==> src/rtl/reg_irq_pkg.sv <==
// Shared definitions for the interrupt/control register block.
// Holds the register address map, the address type used on the
// register bus and the default width constants for the block parameters.
package reg_irq_pkg;

  typedef logic [1:0] reg_addr_t;

  localparam reg_addr_t ADDR_PENDING = 2'd0;
  localparam reg_addr_t ADDR_CONTROL = 2'd1;
  localparam reg_addr_t ADDR_MASK    = 2'd2;
  localparam reg_addr_t ADDR_STATUS  = 2'd3;

  localparam int DEF_DATA_REG_BITS = 32;
  localparam int DEF_CTRL_BITS     = 5;
  localparam int DEF_PULSE_BITS    = 3;
  localparam int DEF_STATUS_BITS   = 6;
  localparam int DEF_NUM_IRQ       = 8;
  localparam int DEF_SYNC_STAGES   = 2;

endpackage

==> src/rtl/reg_irq_control_if.sv <==
// Register bus between the bus-slave decode logic (master) and the
// register block (slave).
//   address  : register select
//   wr / rd  : single-cycle write / read strobes
//   wr_data  : write data
//   rd_data  : registered read data (holds when rd_valid is low)
//   rd_valid : one-cycle pulse marking rd_data as fresh
interface reg_irq_control_if
  import reg_irq_pkg::*;
#(
  parameter int DATA_REG_BITS = DEF_DATA_REG_BITS
) ();

  reg_addr_t                address;
  logic                     wr;
  logic                     rd;
  logic [DATA_REG_BITS-1:0] wr_data;
  logic [DATA_REG_BITS-1:0] rd_data;
  logic                     rd_valid;

  modport master (
    output address, wr, rd, wr_data,
    input  rd_data, rd_valid
  );

  modport slave (
    input  address, wr, rd, wr_data,
    output rd_data, rd_valid
  );

endinterface

==> src/rtl/reg_irq_control_edge_sync.sv <==
// Synchroniser plus rising-edge detector for asynchronous level sources.
//   clk, rst : system clock, asynchronous active-high reset
//   async_in : asynchronous level inputs
//   rise_out : one-cycle pulse per synchronised 0->1 transition
// The history flop is cleared by reset, so a source that is already high
// when reset releases is reported as a fresh edge once synchronised.
module irq_edge_sync
  import reg_irq_pkg::*;
#(
  parameter int WIDTH  = DEF_NUM_IRQ,
  parameter int STAGES = DEF_SYNC_STAGES
) (
  input  logic             clk,
  input  logic             rst,
  input  logic [WIDTH-1:0] async_in,
  output logic [WIDTH-1:0] rise_out
);

  // Stage 0 is the metastability-catching flop; stage STAGES-1 is the clean one.
  logic [STAGES-1:0][WIDTH-1:0] sync_r;
  logic [WIDTH-1:0]             hist_r;

  // Synchroniser shift chain and edge-history flop
  always_ff @(posedge clk or posedge rst) begin
    if (rst) begin
      sync_r <= {(STAGES*WIDTH){1'b0}};
      hist_r <= {WIDTH{1'b0}};
    end else begin
      sync_r <= {sync_r[STAGES-2:0], async_in};
      hist_r <= sync_r[STAGES-1];
    end
  end

  assign rise_out = sync_r[STAGES-1] & ~hist_r;

endmodule

==> src/rtl/reg_irq_control.sv <==
// Four-register interrupt / control block.
//   clk, rst   : system clock, asynchronous active-high reset
//   bus        : register bus (slave side): address, wr, rd, wr_data,
//                rd_data (registered), rd_valid (one-cycle pulse)
//   irq_src    : asynchronous level interrupt sources
//   ext_status : external status, readable at STATUS
//   ctrl_out   : persistent control bits
//   ctrl_pulse : one-cycle command pulses written through CONTROL
//   irq        : registered |(pending & mask)
// Registers: 0 PENDING (W1C), 1 CONTROL, 2 MASK, 3 STATUS (read-only).
module reg_irq_control
  import reg_irq_pkg::*;
#(
  parameter int DATA_REG_BITS = DEF_DATA_REG_BITS,
  parameter int CTRL_BITS     = DEF_CTRL_BITS,
  parameter int PULSE_BITS    = DEF_PULSE_BITS,
  parameter int STATUS_BITS   = DEF_STATUS_BITS,
  parameter int NUM_IRQ       = DEF_NUM_IRQ,
  parameter int SYNC_STAGES   = DEF_SYNC_STAGES
) (
  input  logic                   clk,
  input  logic                   rst,
  reg_irq_control_if.slave       bus,
  input  logic [NUM_IRQ-1:0]     irq_src,
  input  logic [STATUS_BITS-1:0] ext_status,
  output logic [CTRL_BITS-1:0]   ctrl_out,
  output logic [PULSE_BITS-1:0]  ctrl_pulse,
  output logic                   irq
);

  if (CTRL_BITS + PULSE_BITS > DATA_REG_BITS) begin : g_bad_ctrl_width
    $error("CTRL_BITS+PULSE_BITS exceeds DATA_REG_BITS");
  end
  if (STATUS_BITS + CTRL_BITS > DATA_REG_BITS) begin : g_bad_status_width
    $error("STATUS_BITS+CTRL_BITS exceeds DATA_REG_BITS");
  end
  if (NUM_IRQ > DATA_REG_BITS) begin : g_bad_irq_width
    $error("NUM_IRQ exceeds DATA_REG_BITS");
  end
  if (SYNC_STAGES < 2) begin : g_bad_sync_depth
    $error("SYNC_STAGES must be at least 2");
  end

  logic [NUM_IRQ-1:0]       rise_s;
  logic [NUM_IRQ-1:0]       clear_s;
  logic [NUM_IRQ-1:0]       pending_r;
  logic [NUM_IRQ-1:0]       mask_r;
  logic [CTRL_BITS-1:0]     ctrl_r;
  logic [PULSE_BITS-1:0]    pulse_r;
  logic [DATA_REG_BITS-1:0] rd_mux_s;
  logic [DATA_REG_BITS-1:0] rd_data_r;
  logic                     rd_valid_r;
  logic                     irq_r;
  logic                     wr_pending_s;
  logic                     wr_control_s;
  logic                     wr_mask_s;
  logic                     unused_s;

  irq_edge_sync #(
    .WIDTH  (NUM_IRQ),
    .STAGES (SYNC_STAGES)
  ) u_edge_sync (
    .clk      (clk),
    .rst      (rst),
    .async_in (irq_src),
    .rise_out (rise_s)
  );

  // Write decode; STATUS is read-only so a write there selects nothing
  always_comb begin
    wr_pending_s = 1'b0;
    wr_control_s = 1'b0;
    wr_mask_s    = 1'b0;
    if (bus.wr) begin
      case (bus.address)
        ADDR_PENDING: wr_pending_s = 1'b1;
        ADDR_CONTROL: wr_control_s = 1'b1;
        ADDR_MASK:    wr_mask_s    = 1'b1;
        default:      wr_mask_s    = 1'b0;
      endcase
    end else begin
      wr_pending_s = 1'b0;
    end
  end

  assign clear_s = wr_pending_s ? bus.wr_data[NUM_IRQ-1:0] : {NUM_IRQ{1'b0}};

  // Read mux: fields zero-extended, pulse bits never read back
  always_comb begin
    rd_mux_s = {DATA_REG_BITS{1'b0}};
    case (bus.address)
      ADDR_PENDING: rd_mux_s[NUM_IRQ-1:0]   = pending_r;
      ADDR_CONTROL: rd_mux_s[CTRL_BITS-1:0] = ctrl_r;
      ADDR_MASK:    rd_mux_s[NUM_IRQ-1:0]   = mask_r;
      ADDR_STATUS:  rd_mux_s[STATUS_BITS+CTRL_BITS-1:0] = {ext_status, ctrl_r};
      default:      rd_mux_s = {DATA_REG_BITS{1'b0}};
    endcase
  end

  // Control and mask registers; pulse bits live for exactly one cycle
  always_ff @(posedge clk or posedge rst) begin
    if (rst) begin
      ctrl_r  <= {CTRL_BITS{1'b0}};
      pulse_r <= {PULSE_BITS{1'b0}};
      mask_r  <= {NUM_IRQ{1'b0}};
    end else begin
      if (wr_control_s) begin
        ctrl_r <= bus.wr_data[CTRL_BITS-1:0];
      end
      pulse_r <= wr_control_s ? bus.wr_data[CTRL_BITS+PULSE_BITS-1:CTRL_BITS]
                              : {PULSE_BITS{1'b0}};
      if (wr_mask_s) begin
        mask_r <= bus.wr_data[NUM_IRQ-1:0];
      end
    end
  end

  // Sticky pending bits (a coincident edge beats the W1C) and registered irq
  always_ff @(posedge clk or posedge rst) begin
    if (rst) begin
      pending_r <= {NUM_IRQ{1'b0}};
      irq_r     <= 1'b0;
    end else begin
      pending_r <= (pending_r & ~clear_s) | rise_s;
      irq_r     <= |(pending_r & mask_r);
    end
  end

  // Registered read port; sampling pre-edge state gives read-before-write
  always_ff @(posedge clk or posedge rst) begin
    if (rst) begin
      rd_data_r  <= {DATA_REG_BITS{1'b0}};
      rd_valid_r <= 1'b0;
    end else begin
      rd_valid_r <= bus.rd;
      if (bus.rd) begin
        rd_data_r <= rd_mux_s;
      end
    end
  end

  assign bus.rd_data  = rd_data_r;
  assign bus.rd_valid = rd_valid_r;
  assign ctrl_out     = ctrl_r;
  assign ctrl_pulse   = pulse_r;
  assign irq          = irq_r;

  // Upper write-data bits have no register behind them
  assign unused_s = ^bus.wr_data;

endmodule

==> src/flat_wrapper.sv <==
// flat-port wrapper written by rule: the top's interface ports become plain ports
module reg_irq_control_flat import reg_irq_pkg::*;
#(
  parameter int DATA_REG_BITS = DEF_DATA_REG_BITS,
  parameter int CTRL_BITS     = DEF_CTRL_BITS,
  parameter int PULSE_BITS    = DEF_PULSE_BITS,
  parameter int STATUS_BITS   = DEF_STATUS_BITS,
  parameter int NUM_IRQ       = DEF_NUM_IRQ,
  parameter int SYNC_STAGES   = DEF_SYNC_STAGES
)
  (clk, rst, irq_src, ext_status, ctrl_out, ctrl_pulse, irq, bus_address, bus_wr, bus_rd, bus_wr_data, bus_rd_data, bus_rd_valid);
  reg_irq_control_if #(.DATA_REG_BITS(DATA_REG_BITS)) bus_i ();
  input  logic clk;
  input  logic rst;
  input  logic [NUM_IRQ-1:0] irq_src;
  input  logic [STATUS_BITS-1:0] ext_status;
  output logic [CTRL_BITS-1:0] ctrl_out;
  output logic [PULSE_BITS-1:0] ctrl_pulse;
  output logic irq;
  input wire logic [$bits(bus_i.address)-1:0] bus_address;
  input wire logic [$bits(bus_i.wr)-1:0] bus_wr;
  input wire logic [$bits(bus_i.rd)-1:0] bus_rd;
  input wire logic [$bits(bus_i.wr_data)-1:0] bus_wr_data;
  output wire logic [$bits(bus_i.rd_data)-1:0] bus_rd_data;
  output wire logic [$bits(bus_i.rd_valid)-1:0] bus_rd_valid;
  assign bus_i.address = bus_address;
  assign bus_i.wr = bus_wr;
  assign bus_i.rd = bus_rd;
  assign bus_i.wr_data = bus_wr_data;
  assign bus_rd_data = bus_i.rd_data;
  assign bus_rd_valid = bus_i.rd_valid;
  reg_irq_control #(.DATA_REG_BITS(DATA_REG_BITS), .CTRL_BITS(CTRL_BITS), .PULSE_BITS(PULSE_BITS), .STATUS_BITS(STATUS_BITS), .NUM_IRQ(NUM_IRQ), .SYNC_STAGES(SYNC_STAGES)) u_core (.clk(clk), .rst(rst), .bus(bus_i), .irq_src(irq_src), .ext_status(ext_status), .ctrl_out(ctrl_out), .ctrl_pulse(ctrl_pulse), .irq(irq));
endmodule
==> config.mk <==
export PLATFORM = sky130hd
export DESIGN_NAME = reg_irq_control_flat
export DESIGN_NICKNAME = d
export VERILOG_FILES = /design/src/rtl/reg_irq_pkg.sv /design/src/rtl/reg_irq_control_if.sv /design/src/rtl/reg_irq_control_edge_sync.sv /design/src/rtl/reg_irq_control.sv /design/src/flat_wrapper.sv
export SDC_FILE = /design/constraint.sdc
export NUM_CORES = 1
export LEC_CHECK = 0
export BUFFER_PORTS_ARGS = -buffer_cell sky130_fd_sc_hd__buf_4
export CORE_UTILIZATION = 43
export DETAILED_ROUTE_END_ITERATION = 6
export MAX_ROUTING_LAYER = met4
export PLACE_DENSITY = 0.79
export SYNTH_ARGS = -nofsm -noshare
export SYNTH_HDL_FRONTEND = slang
export SYNTH_SLANG_ARGS = --single-unit
==> constraint.sdc <==
create_clock -name clk -period 1.75 [get_ports clk]
set_input_delay 0.35 -clock clk [delete_from_list [all_inputs] [get_ports clk]]
set_output_delay 0.35 -clock clk [all_outputs]
set_load 0.01 [all_outputs]
Word-level counts from Yosys, hierarchy flattened
Index checks and enable logic that the tools add are counted.

storage, ports and cells
  register bits after elaboration = 61
  input port bits = 52
  logic and storage cells = 33
  output and inout bits = 42

operators by class
  reduce and logical (&&, ||, !) cells = 3
  mux-type cells = 11
  eq/ne operators = 3
  bitwise logic cells = 6

operators by type and width
  kind                  number
  $and A8 B8 Y8         3
  $not A8 Y8            2
  $pmux W5 S3           1
  $pmux W3 S3           1
  $mux W8               1
  $or A8 B8 Y8          1
  $reduce_or A8 Y1      1
  $mux W1               6
  $mux W3               2
  $eq A2 B2 Y1 const B  2
  $eq A2 B1 Y1 const B  1
  $logic_not A2 Y1      1
  $reduce_or A2 Y1      1

Depth between registers and ports, before layout
Gate-level depths: netlist of run 1.

  depth after elaboration = 7
  mapped depth = 3
  mapped depth without buffers = 2

Hierarchy
A second synthesis of run 1 with hierarchy kept.

unflattened totals
  cells, all modules = 193
  area, all modules = 2,529.9 µm²

modules (own cells, without submodules)
  module           times used  cells each  area each (µm²)  sequential area each (µm²)
  reg_irq_control  1           160         1,815.5          925.9
  irq_edge_sync    1           33          714.4            600.6

Worst setup path after synthesis of run 1
Ideal clock, no wire load.

  kind = input to register
  from = input port bus_address[1]
  to = register u_core.pending_r[0]
  path slack = 0.492 ns
  setup time = 0.126 ns
  arrival = 1.132 ns
  stages = 3
  buffers on the path = 1
  data required time = 1.624 ns
  cells stage by stage = or3b_1 > buf_2 > a221o_1

between the ends
  word-level cells in the longest chain between the ends = 7

RTL lines
  what                  line                    RTL
  start, declared       flat_wrapper.sv:20      input wire logic [$bits(bus_i.address)-1:0] bus_address;
  $logic_not A2 Y1      reg_irq_control.sv:75   case (bus.address)
  $mux W1               reg_irq_control.sv:75
  $mux W1               reg_irq_control.sv:74   if (bus.wr) begin
  $mux W8               reg_irq_control.sv:86   assign clear_s = wr_pending_s ? bus.wr_data[NUM_IRQ-1:0] : {NUM_IRQ{1'b0}};
  $not A8 Y8            reg_irq_control.sv:124  pending_r <= (pending_r & ~clear_s) | rise_s;
  $and A8 B8 Y8         reg_irq_control.sv:124
  $or A8 B8 Y8          reg_irq_control.sv:124
  end signal, assigned  reg_irq_control.sv:121  pending_r <= {NUM_IRQ{1'b0}};
  end signal, assigned  reg_irq_control.sv:124
  end, declared         reg_irq_control.sv:46   logic [NUM_IRQ-1:0] pending_r;

Every way passes these cells.
A chain may end at the register's enable or synchronous reset.

Worst setup path after layout of run 1
  from = register u_core.ctrl_r[3], in the netlist u_core.ctrl_out[3]
  to = output port ctrl_out[3]

RTL lines
  what                    line                    RTL
  start, declared         reg_irq_control.sv:48   logic [CTRL_BITS-1:0] ctrl_r;
  start signal, assigned  reg_irq_control.sv:103  ctrl_r <= {CTRL_BITS{1'b0}};
  start signal, assigned  reg_irq_control.sv:108  ctrl_r <= bus.wr_data[CTRL_BITS-1:0];
  end, declared           flat_wrapper.sv:17      output logic [CTRL_BITS-1:0] ctrl_out;

No word-level cell between the ends.

==> impl_results.md, run 1 <==
* Status: complete, no violations
* Placed insts at 298
* Final Hold Vio Count at 0
* Hpwl dp at 2840 um
* I/O pin cnt at 94
* Number of post-CTS setup repair buffers at 0
* Initial antenna violation count at 0
* Post-CTS Resized at 0
* CP top delay family: flip-flops
* Fin Setup TNS at 0 ns
* Layout area overhead at 22.9%
* Fill count at 476
* First-pass GRT wire length at 6840 um
* Clock Path Buffers at 2
* Remaining antenna violation count at 0
* Commonest non-fill, non-tap cell in the layout: dfrtp_1
* Die area at 5900 um2
* Max-Cap Viols at 0
* Core ar. at 5240 um2
* Number of global-route vias before repair at 1372
* HP Class: in -> async
* Pleak at 1.41 nW
* Worst hold slack at 0.0957 ns
* Slew Limit Fails at 0
* Endpoints failing setup at 0
* DP Area at 2780 um2
* Clock sinks at 61
* Syn avg cell area at 13.1 um2
* CP Max Fanout at 3
* Post-Syn Instances at 184
* CTS Buf Count at 9
* #FFs+latches synth at 61
* Register area at 1530 um2
* Unrepaired setup endpoints after global routing: false
* Via count at 1485
* Commonest cells after routing, fill and taps aside: dfrtp_1 (61), buf_4 (49), conb_1 (21)
* Drt wl/cell at 13.4 um
* GRT Util Overall at 15.8%
* Die X at 76.8 um
* Slowest stage delay, CP at 0.41 ns
* Starting Density at 46.0%
* Area leader, netlist: dfrtp_1
* H-tree depth at 3
* Worst Setup Start Kind: register
* Largest vdd supply drop at 0.602 mV
* Vias per cell at 4.74
* GRT Residual Overflow at 0
* Setup CP Type: reg -> out
* Pwr Total at 3.18 mW
* Post-Layout Cell Count at 313
* Worst skew pair latency at 0.33 ns
* Fraction of layout cells with a size suffix above 1 at 32.1%
* Crit path DAT at 0.90 ns
* Die Y-Extent at 76.8 um
* Yosys Warn Count at 0
* Drt initial violations at 82
* NumNets Final at 291
* Crit-path cells: buf_4
* F_max at 0.801 GHz
* Setup crit end kind: output port
* Final WL at 4210 um
* Period utilization at 71.4%
* Largest net degree at the start of global routing at 62
* Unique cell type count in the Yosys netlist at 23
* Clock Skew at 0.00720 ns
* Sequential area share after synthesis at 63.4%
* Finished layout cell area at 2960 um2
* Synth top area share at 63.4%
* Area of the multi-input gates at 708 um2
* Diodes inserted at 0
* Root buf cell: clkbuf_8
* Area of the mapped netlist at 2410 um2
* Crit-path slowest cell: dfrtp_1
* PwrDens at 1070 nW/um2
* Buffers and inverters on the worst path at 1
* Number of port buffers at 48
* Main area contributors after synthesis: dfrtp_1 (63%), buf_4 (6.5%), mux2_2 (6.1%), a221o_1 (3.3%), mux2i_1 (3.3%)
* Final Critical Period at 1.25 ns
* Placer Congestion at 0.747
* CTS tree: done
* FP Rows at 26
* Clock Pin Slew Worst Setup and Hold Paths at 0.07 ns
* 1st-pass router iterations at 4
* Critical Path RT at 1.40 ns
* DRC viols at 0
* CTS Hold Bufs at 0
cell families (layout without fill, tap and decap cells):
family	after synthesis	after routing	share of synthesized area, %
AND/OR/NAND/NOR	34	34	8.73
other	1	21	0.156
AO/OA/AOI/OAI	23	23	8.00
buffers and inverters	44	83	10.3
multiplexers	21	21	9.41
flip-flops	61	61	63.4
layout make-up:
cell class,count,share of cell area (%)
Clock inverter,1,0.169
Inverter,18,2.41
Sequential cell,61,51.6
Tap cell,70,2.96
Multi-Input combinational cell,99,23.9
Clock buffer,14,5.84
Timing Repair Buffer,50,13.1
where the power goes:
part	leakage, nW	switching [mW]	total (mW)	internal, mW
clock network	0.0926	0.498	1.12	0.621
logic	0.611	0.199	0.426	0.227
registers	0.707	0.0884	1.63	1.54
total	1.41	0.785	3.18	2.39
layer usage:
metal / wire, um / global-route usage [%] / share of wire [%]
met1: 2000 / 21.7 / 48
met3: 224 / 3.93 / 5.3
met4: 90 / 9.62 / 2.1
met2: 1890 / 21.0 / 45
met5: 0 / - / 0
worst paths after layout:
kind / startpoint / to / slack, ns / cells past startpoint
min in group clk: irq_src[5] / u_core.u_edge_sync.sync_r[5] / 0.12 / 1
min: rst / u_core.u_edge_sync.sync_r[0] / 0.1 / 3
max reg2reg: u_core.pending_r[4] / u_core.pending_r[4] / 0.80 / 2
min reg2reg: u_core.u_edge_sync.sync_r[1] / u_core.u_edge_sync.sync_r[9] / 0.35 / 0
max in group asynchronous: rst / u_core.ctrl_out[2] / 1.40 / 3
max: u_core.ctrl_out[3] / ctrl_out[3] / 0.50 / 1
sequential cells by signal (all words and copies together) (netlist names):
signal                     count
u_core.u_edge_sync.sync_r     16
u_core.bus.rd_data            11
u_core.mask_r                  8
u_core.pending_r               8
u_core.u_edge_sync.hist_r      8
u_core.ctrl_out                5
u_core.ctrl_pulse              3
u_core.bus.rd_valid            1
u_core.irq                     1
per-stage QoR:
stage               util [%]  setup slack, ns
floorplan                  -            0.492
global placement        53.1            0.202
detailed placement      53.1            0.174
CTS                     56.5            0.488
global route            56.5            0.473
finish                  56.5            0.501
Yosys cell counts:
| cell type | n |
|---|---|
| a221o_1 | 8 |
| a22oi_1 | 4 |
| buf_2 | 3 |
| buf_4 | 21 |
| clkbuf_1 | 2 |
| conb_1 | 1 |
| dfrtp_1 | 61 |
| inv_1 | 18 |
| mux2_2 | 13 |
| mux2i_1 | 8 |
| nand2_1 | 5 |
| nand2b_1 | 6 |
| nand3_1 | 5 |
| nand3b_1 | 1 |
| nand3b_2 | 1 |
| nand4_1 | 1 |
| nand4bb_1 | 3 |
| nor2_1 | 3 |
| nor2b_1 | 8 |
| o211ai_1 | 5 |
| o221ai_1 | 3 |
| o22ai_1 | 3 |
| or3b_1 | 1 |
Power figures use the tool's default switching activity.
==> run 2: changes to the inputs <==
ABC_AREA = 1   (was not set)
CORE_UTILIZATION = 45   (was 43)
PLACE_DENSITY = 0.78   (was 0.79)
clock period = 1.17 ns   (was 1.75 ns; I/O delays follow)
==> impl_results.md, run 2 <==
* Period utilization at 96.4%
* Largest reg by FF count: u_core.u_edge_sync.sync_r
* Post-CTS Resized at 0 (unchanged)
* Crit-path cells: buf_4
* Setup CP Type: reg -> out
* Final Critical Period at 1.13 ns
* Fill count at 457 (-4.0%)
* Hold depth at 1
* Largest net degree at the start of global routing at 55 (-11%)
* Status: complete, no violations
* Initial antenna violation count at 0 (unchanged)
* Worst setup margin at 0.0420 ns (-0.459 ns)
* Slowest stage delay, CP at 0.41 ns (about the same)
* Clock sinks at 61 (unchanged)
* Crit-path slowest cell: dfrtp_1
* Pleak at 1.62 nW (+15%)
* Area leader, netlist: dfrtp_1
* PwrDens at 1490 nW/um2 (+39%)
* Ys flop type: dfrtp_1
* Post-synth EDFFs at 0 (unchanged)
* First-pass GRT wire length at 7160 um (+4.5%)
* Clock Skew at 0.00456 ns (-0.00265 ns)
* GRT Residual Overflow at 0 (unchanged)
* Fin Setup TNS at 0 ns (unchanged)
* Vias per cell at 4.47 (-5.8%)
* Largest vdd supply drop at 1.02 mV (+69%)
* Sequential area share after synthesis at 60.2% (-3.3 points)
* Endpoints failing setup at 0 (unchanged)
* WHS Endpoint: u_core.bus.rd_valid
* Area of the multi-input gates at 768 um2 (+8.5%)
* Setup crit end kind: output port
* Placed insts at 361 (+21%)
* Hold_sp: bus_rd
* HP Class: in -> reg
* CP Max Fanout at 3 (unchanged)
* Worst skew pair latency at 0.33 ns (about the same)
* R2R Setup Slk at 0.26 ns (-0.54 ns)
* Hpwl dp at 3000 um (+5.5%)
* Post-Syn Instances at 247 (+34%)
* DRC viols at 0 (unchanged)
* Area of the mapped netlist at 2540 um2 (+5.4%)
* Register area at 1530 um2 (unchanged)
* Async SR Flop Fraction at 100% (unchanged)
* GR Util met3 at 4.88% (+0.95 points)
* Slew Limit Fails at 0 (unchanged)
* CP top delay family: flip-flops
* Diodes inserted at 0 (unchanged)
* Final WL at 4350 um (+3.3%)
* Synth top area share at 60.2% (-3.3 points)
* Met2 Use GR at 26.4% (+5.4 points)
* Unrepaired setup endpoints after global routing: false
* Clock Pin Slew Worst Setup and Hold Paths at 0.06 ns (about the same)
* Main area contributors after synthesis: dfrtp_1 (60%), nand2_1 (10%), o21ai_2 (6.6%), buf_4 (6.2%), nand3_1 (3.7%)
* GR Util met1 at 17.7% (-3.9 points)
* Number of global-route vias before repair at 1641 (+20%)
* Syn avg cell area at 10.3 um2 (-21%)
* Die X at 77.1 um (+0.35%)
* Starting Density at 48.1% (+2.2 points)
* Most common cell in the netlist: nand2_1
* Synth cell count leaders: nand2_1 (69), dfrtp_1 (61), inv_1 (24)
* Die area at 5940 um2 (+0.70%)
* Final Hold Vio Count at 0 (unchanged)
* #FFs+latches synth at 61 (unchanged)
* Worst Setup Start Kind: register
* R2R Path End: u_core.bus.rd_data[1]
* Max-Cap Viols at 0 (unchanged)
* CTS Buf Count at 9 (unchanged)
* Drt wl/cell at 11.2 um (-16%)
* Clock Path Buffers at 2 (unchanged)
* Core ar. at 5270 um2 (+0.62%)
* Post-Layout Cell Count at 387 (+24%)
* Yosys Warn Count at 0 (unchanged)
* Critical Path RT at 0.94 ns (-0.46 ns)
* Global route hottest layer: met2
* F_max at 0.887 GHz
* FP Rows at 26 (unchanged)
* Remaining antenna violation count at 0 (unchanged)
* Die Y-Extent at 77.1 um (+0.35%)
* Commonest non-fill, non-tap cell in the layout: nand2_1
* Unique cell type count in the Yosys netlist at 21 (-8.7%)
* Number of port buffers at 48 (unchanged)
* Buffers and inverters on the worst path at 1 (unchanged)
* Pre-CTS setup slack at 0.0585 ns (-0.116 ns)
* Max FFs per register at 16 (unchanged)
* RR Startpoint: u_core.ctrl_out[1]
* Worst reg-to-reg path cell count at 5 (+3)
* H-tree depth at 3 (unchanged)
* Via count at 1730 (+16%)
* Layout area overhead at 24.0%
* Commonest cells after routing, fill and taps aside: nand2_1 (69), dfrtp_1 (61), buf_4 (53)
* 1st-pass router iterations at 4 (unchanged)
* Worst hold slack at 0.108 ns (+0.0125 ns)
* Crit path depth at 1 (unchanged)
* GRT Util Overall at 16.2% (+0.32 points)
* Fraction of layout cells with a size suffix above 1 at 30.6% (-1.5 points)
* Placer Congestion at 0.754 (+1.0%)
* Drt initial violations at 107 (+30%)
* Crit path DAT at 0.89 ns (about the same)
* NumNets Final at 365 (+25%)
* CTS tree: done
* I/O pin cnt at 94 (unchanged)
* Root buf cell: clkbuf_8
-- run 2: timing repair --
action	4_1_cts	5_1_grt
hold buffers	8	1
hold endpoints to repair	14	1
endpoints found under the setup margin	0	2
buffers inserted	0	2
-- run 2: how the worst max path moves through the flow --
stage | startpoint | end | slack (ns)
2_1_floorplan | bus_address[1] | u_core.pending_r[1] | 0.27
3_3_place_gp | bus_address[0] | u_core.ctrl_out[0] | 0.11
3_5_place_dp | bus_address[0] | u_core.ctrl_out[0] | 0.06
4_1_cts | u_core.ctrl_out[3] | ctrl_out[3] | 0.01
5_1_grt | u_core.ctrl_out[0] | ctrl_out[0] | 0.01
6_report | u_core.ctrl_out[0] | ctrl_out[0] | 0.04
-- run 2: metal layers --
layer,up-vias,wire [um],part of all wire [%]
met2,54,2230,51
met1,810,1840,42
met3,4,237,5.5
li1,862,-,-
met5,-,0,0
met4,0,36,0.83
-- run 2: through the flow --
stage / cell area, um2 / utilization (%) / power (mW)
finish: 3150 / 59.7 / 4.68
global route: 3150 / 59.7 / 4.93
CTS: 3120 / 59.2 / 4.72
detailed placement: 2880 / 54.7 / 3.15
global placement: 2880 / 54.7 / 3.13
floorplan: 2620 / - / 2.92
-- run 2: cell type report --
type                            count  share of cell area (%)
Inverter                           25                    3.10
Clock inverter                      2                   0.318
Sequential cell                    61                    48.5
Timing Repair Buffer               63                    16.1
Multi-Input combinational cell    153                    24.4
Tap cell                           70                    2.78
Clock buffer                       13                    4.73
-- run 2: power breakdown --
group | internal (mW) | switching (mW)
clock | 0.809 | 0.721
combinational | 0.346 | 0.386
sequential | 2.30 | 0.119
-- run 2: worst reg2reg max path, cell delays in order (launching register included) --
cell,delay [ns]
dfrtp_1,0.38
buf_4,0.14
a21oi_1,0.11
nand3_1,0.08
nand2_1,0.06
inv_1,0.03
-- run 2: logic make-up after synthesis --
family	count (synthesis)	share of synthesized area (%)
other	1	0.148
AOI/OAI and AO/OA	29	8.53
buffers and inverters	53	12.5
DFF	61	60.2
and+or+nand+nor	103	18.6
==> run 3: changes to the inputs <==
CORE_ASPECT_RATIO = 1.1   (was not set)
==> impl_results.md, run 3 (synthesis results as in run 2) <==
* CTS Buf Count at 9 (unchanged)
* Period utilization at 96.5% (about the same)
* Fin Setup TNS at 0 ns (unchanged)
* Number of global-route vias before repair at 1619 (-1.3%)
* Crit-path slowest cell: dfrtp_1
* FP Rows at 28 (+7.7%)
* PwrDens at 1470 nW/um2 (-0.89%)
* Post-Layout Cell Count at 391 (+1.0%)
* Die area at 5940 um2 (about the same)
* Commonest non-fill, non-tap cell in the layout: nand2_1
* Slowest stage delay, CP at 0.41 ns (about the same)
* GRT Util Overall at 17.0% (+0.86 points)
* Fraction of layout cells with a size suffix above 1 at 31.0% (+0.41 points)
* Max FFs per register at 16 (unchanged)
* Pre-CTS setup slack at 0.0972 ns (+0.0387 ns)
* Largest reg by FF count: u_core.u_edge_sync.sync_r
* Drt initial violations at 125 (+17%)
* Clock Path Buffers at 2 (unchanged)
* Worst skew pair latency at 0.33 ns (about the same)
* I/O pin cnt at 94 (unchanged)
* GRT Residual Overflow at 0 (unchanged)
* Largest net degree at the start of global routing at 33 (-40%)
* Core ar. at 5400 um2 (+2.4%)
* NumNets Final at 365 (unchanged)
* Number of port buffers at 48 (unchanged)
* Placer Congestion at 0.764 (+1.3%)
* Vias per cell at 4.36 (-2.5%)
* CP top delay family: flip-flops
* Via count at 1705 (-1.4%)
* Worst setup margin at 0.0414 ns (-0.000557 ns)
* Crit path DAT at 0.89 ns (about the same)
* Root buf cell: clkbuf_8
* Placed insts at 367 (+1.7%)
* Critical Path RT at 0.94 ns (about the same)
* Setup crit end kind: output port
* Remaining antenna violation count at 0 (unchanged)
* F_max at 0.886 GHz (about the same)
* Final Critical Period at 1.13 ns (+0.000557 ns)
* Largest vdd supply drop at 1.19 mV (+17%)
* Diodes inserted at 0 (unchanged)
* Clock Pin Slew Worst Setup and Hold Paths at 0.06 ns (about the same)
* Setup CP Type: reg -> out
* Buffers and inverters on the worst path at 1 (unchanged)
* H-tree depth at 3 (unchanged)
* Drt wl/cell at 10.9 um (-2.5%)
* Final Hold Vio Count at 0 (unchanged)
* Crit-path cells: buf_4
* Initial antenna violation count at 0 (unchanged)
* Fill count at 500 (+9.4%)
* Status: complete, no violations
* Clock sinks at 61 (unchanged)
* Final WL at 4280 um (-1.5%)
* Worst hold slack at 0.0167 ns (-0.0915 ns)
* Max-Cap Viols at 0 (unchanged)
* Fin util at 58.2% (-1.5 points)
* Layout area overhead at 23.7%
* HP Class: in -> reg
* Starting Density at 47.0% (-1.1 points)
* Pleak at 1.62 nW (-0.24%)
* 1st-pass router iterations at 4 (unchanged)
* CTS tree: done
* Die X at 73.6 um (-4.5%)
* Die Y-Extent at 80.8 um (+4.8%)
* Commonest cells after routing, fill and taps aside: nand2_1 (69), dfrtp_1 (61), buf_4 (54)
* Worst Setup Start Kind: register
* CP Max Fanout at 3 (unchanged)
* First-pass GRT wire length at 7180 um (+0.29%)
* Slew Limit Fails at 0 (unchanged)
* Hpwl dp at 3030 um (+1.0%)
* Post-CTS Resized at 0 (unchanged)
* DRC viols at 0 (unchanged)
* Unrepaired setup endpoints after global routing: false
* Endpoints failing setup at 0 (unchanged)
* Clock Skew at 0.00682 ns (+0.00227 ns)
==> run 3: layer usage <==
layer	routed length (um)	track usage, %
met1	1890	19.1
met2	2140	27.4
met3	170	4.84
met4	80	9.23
met5	0	-
==> run 3: where the power goes <==
group | internal [mW] | switching, mW
Clock | 0.734 | 0.746
Sequential | 2.30 | 0.121
Combinational | 0.345 | 0.381
==> run 3: area by class of cell <==
class	instances	area (um2)	share of cell area, %
Sequential cell	61	1530	48.6
Inverter	25	97.6	3.11
Timing Repair Buffer	63	505	16.1
Clock inverter	3	15.0	0.478
Tap cell	75	93.8	2.99
Clock buffer	11	131	4.19
Multi-Input combinational cell	153	768	24.5
==> run 3: path summary, 6_finish.rpt <==
check,from,endpoint,slack [ns],cells past startpoint
worst max-delay path,u_core.ctrl_out[1],ctrl_out[1],0.04,1
max in group asynchronous,rst,u_core.u_edge_sync.hist_r[2],0.32,4
worst max register to register,u_core.ctrl_out[3],u_core.bus.rd_data[3],0.25,5
worst min register to register,u_core.u_edge_sync.sync_r[7],u_core.u_edge_sync.sync_r[15],0.34,0
worst min-delay path,irq_src[7],u_core.u_edge_sync.sync_r[7],0.02,1
min in group asynchronous,rst,u_core.u_edge_sync.sync_r[1],0.42,3
==> run 3: through the flow <==
stage	power, mW	cell area [um2]
2_1_floorplan	2.92	2620
3_3_place_gp	3.13	2900
3_5_place_dp	3.15	2900
4_1_cts	4.66	3120
5_1_grt	4.87	3140
6_report	4.63	3140
==> run 3: timing repair <==
action / CTS / global route
hold endpoints to repair: 17 / 0
hold buffers: 8 / 0
endpoints found under the setup margin: 0 / 1
buffers inserted: 0 / 2
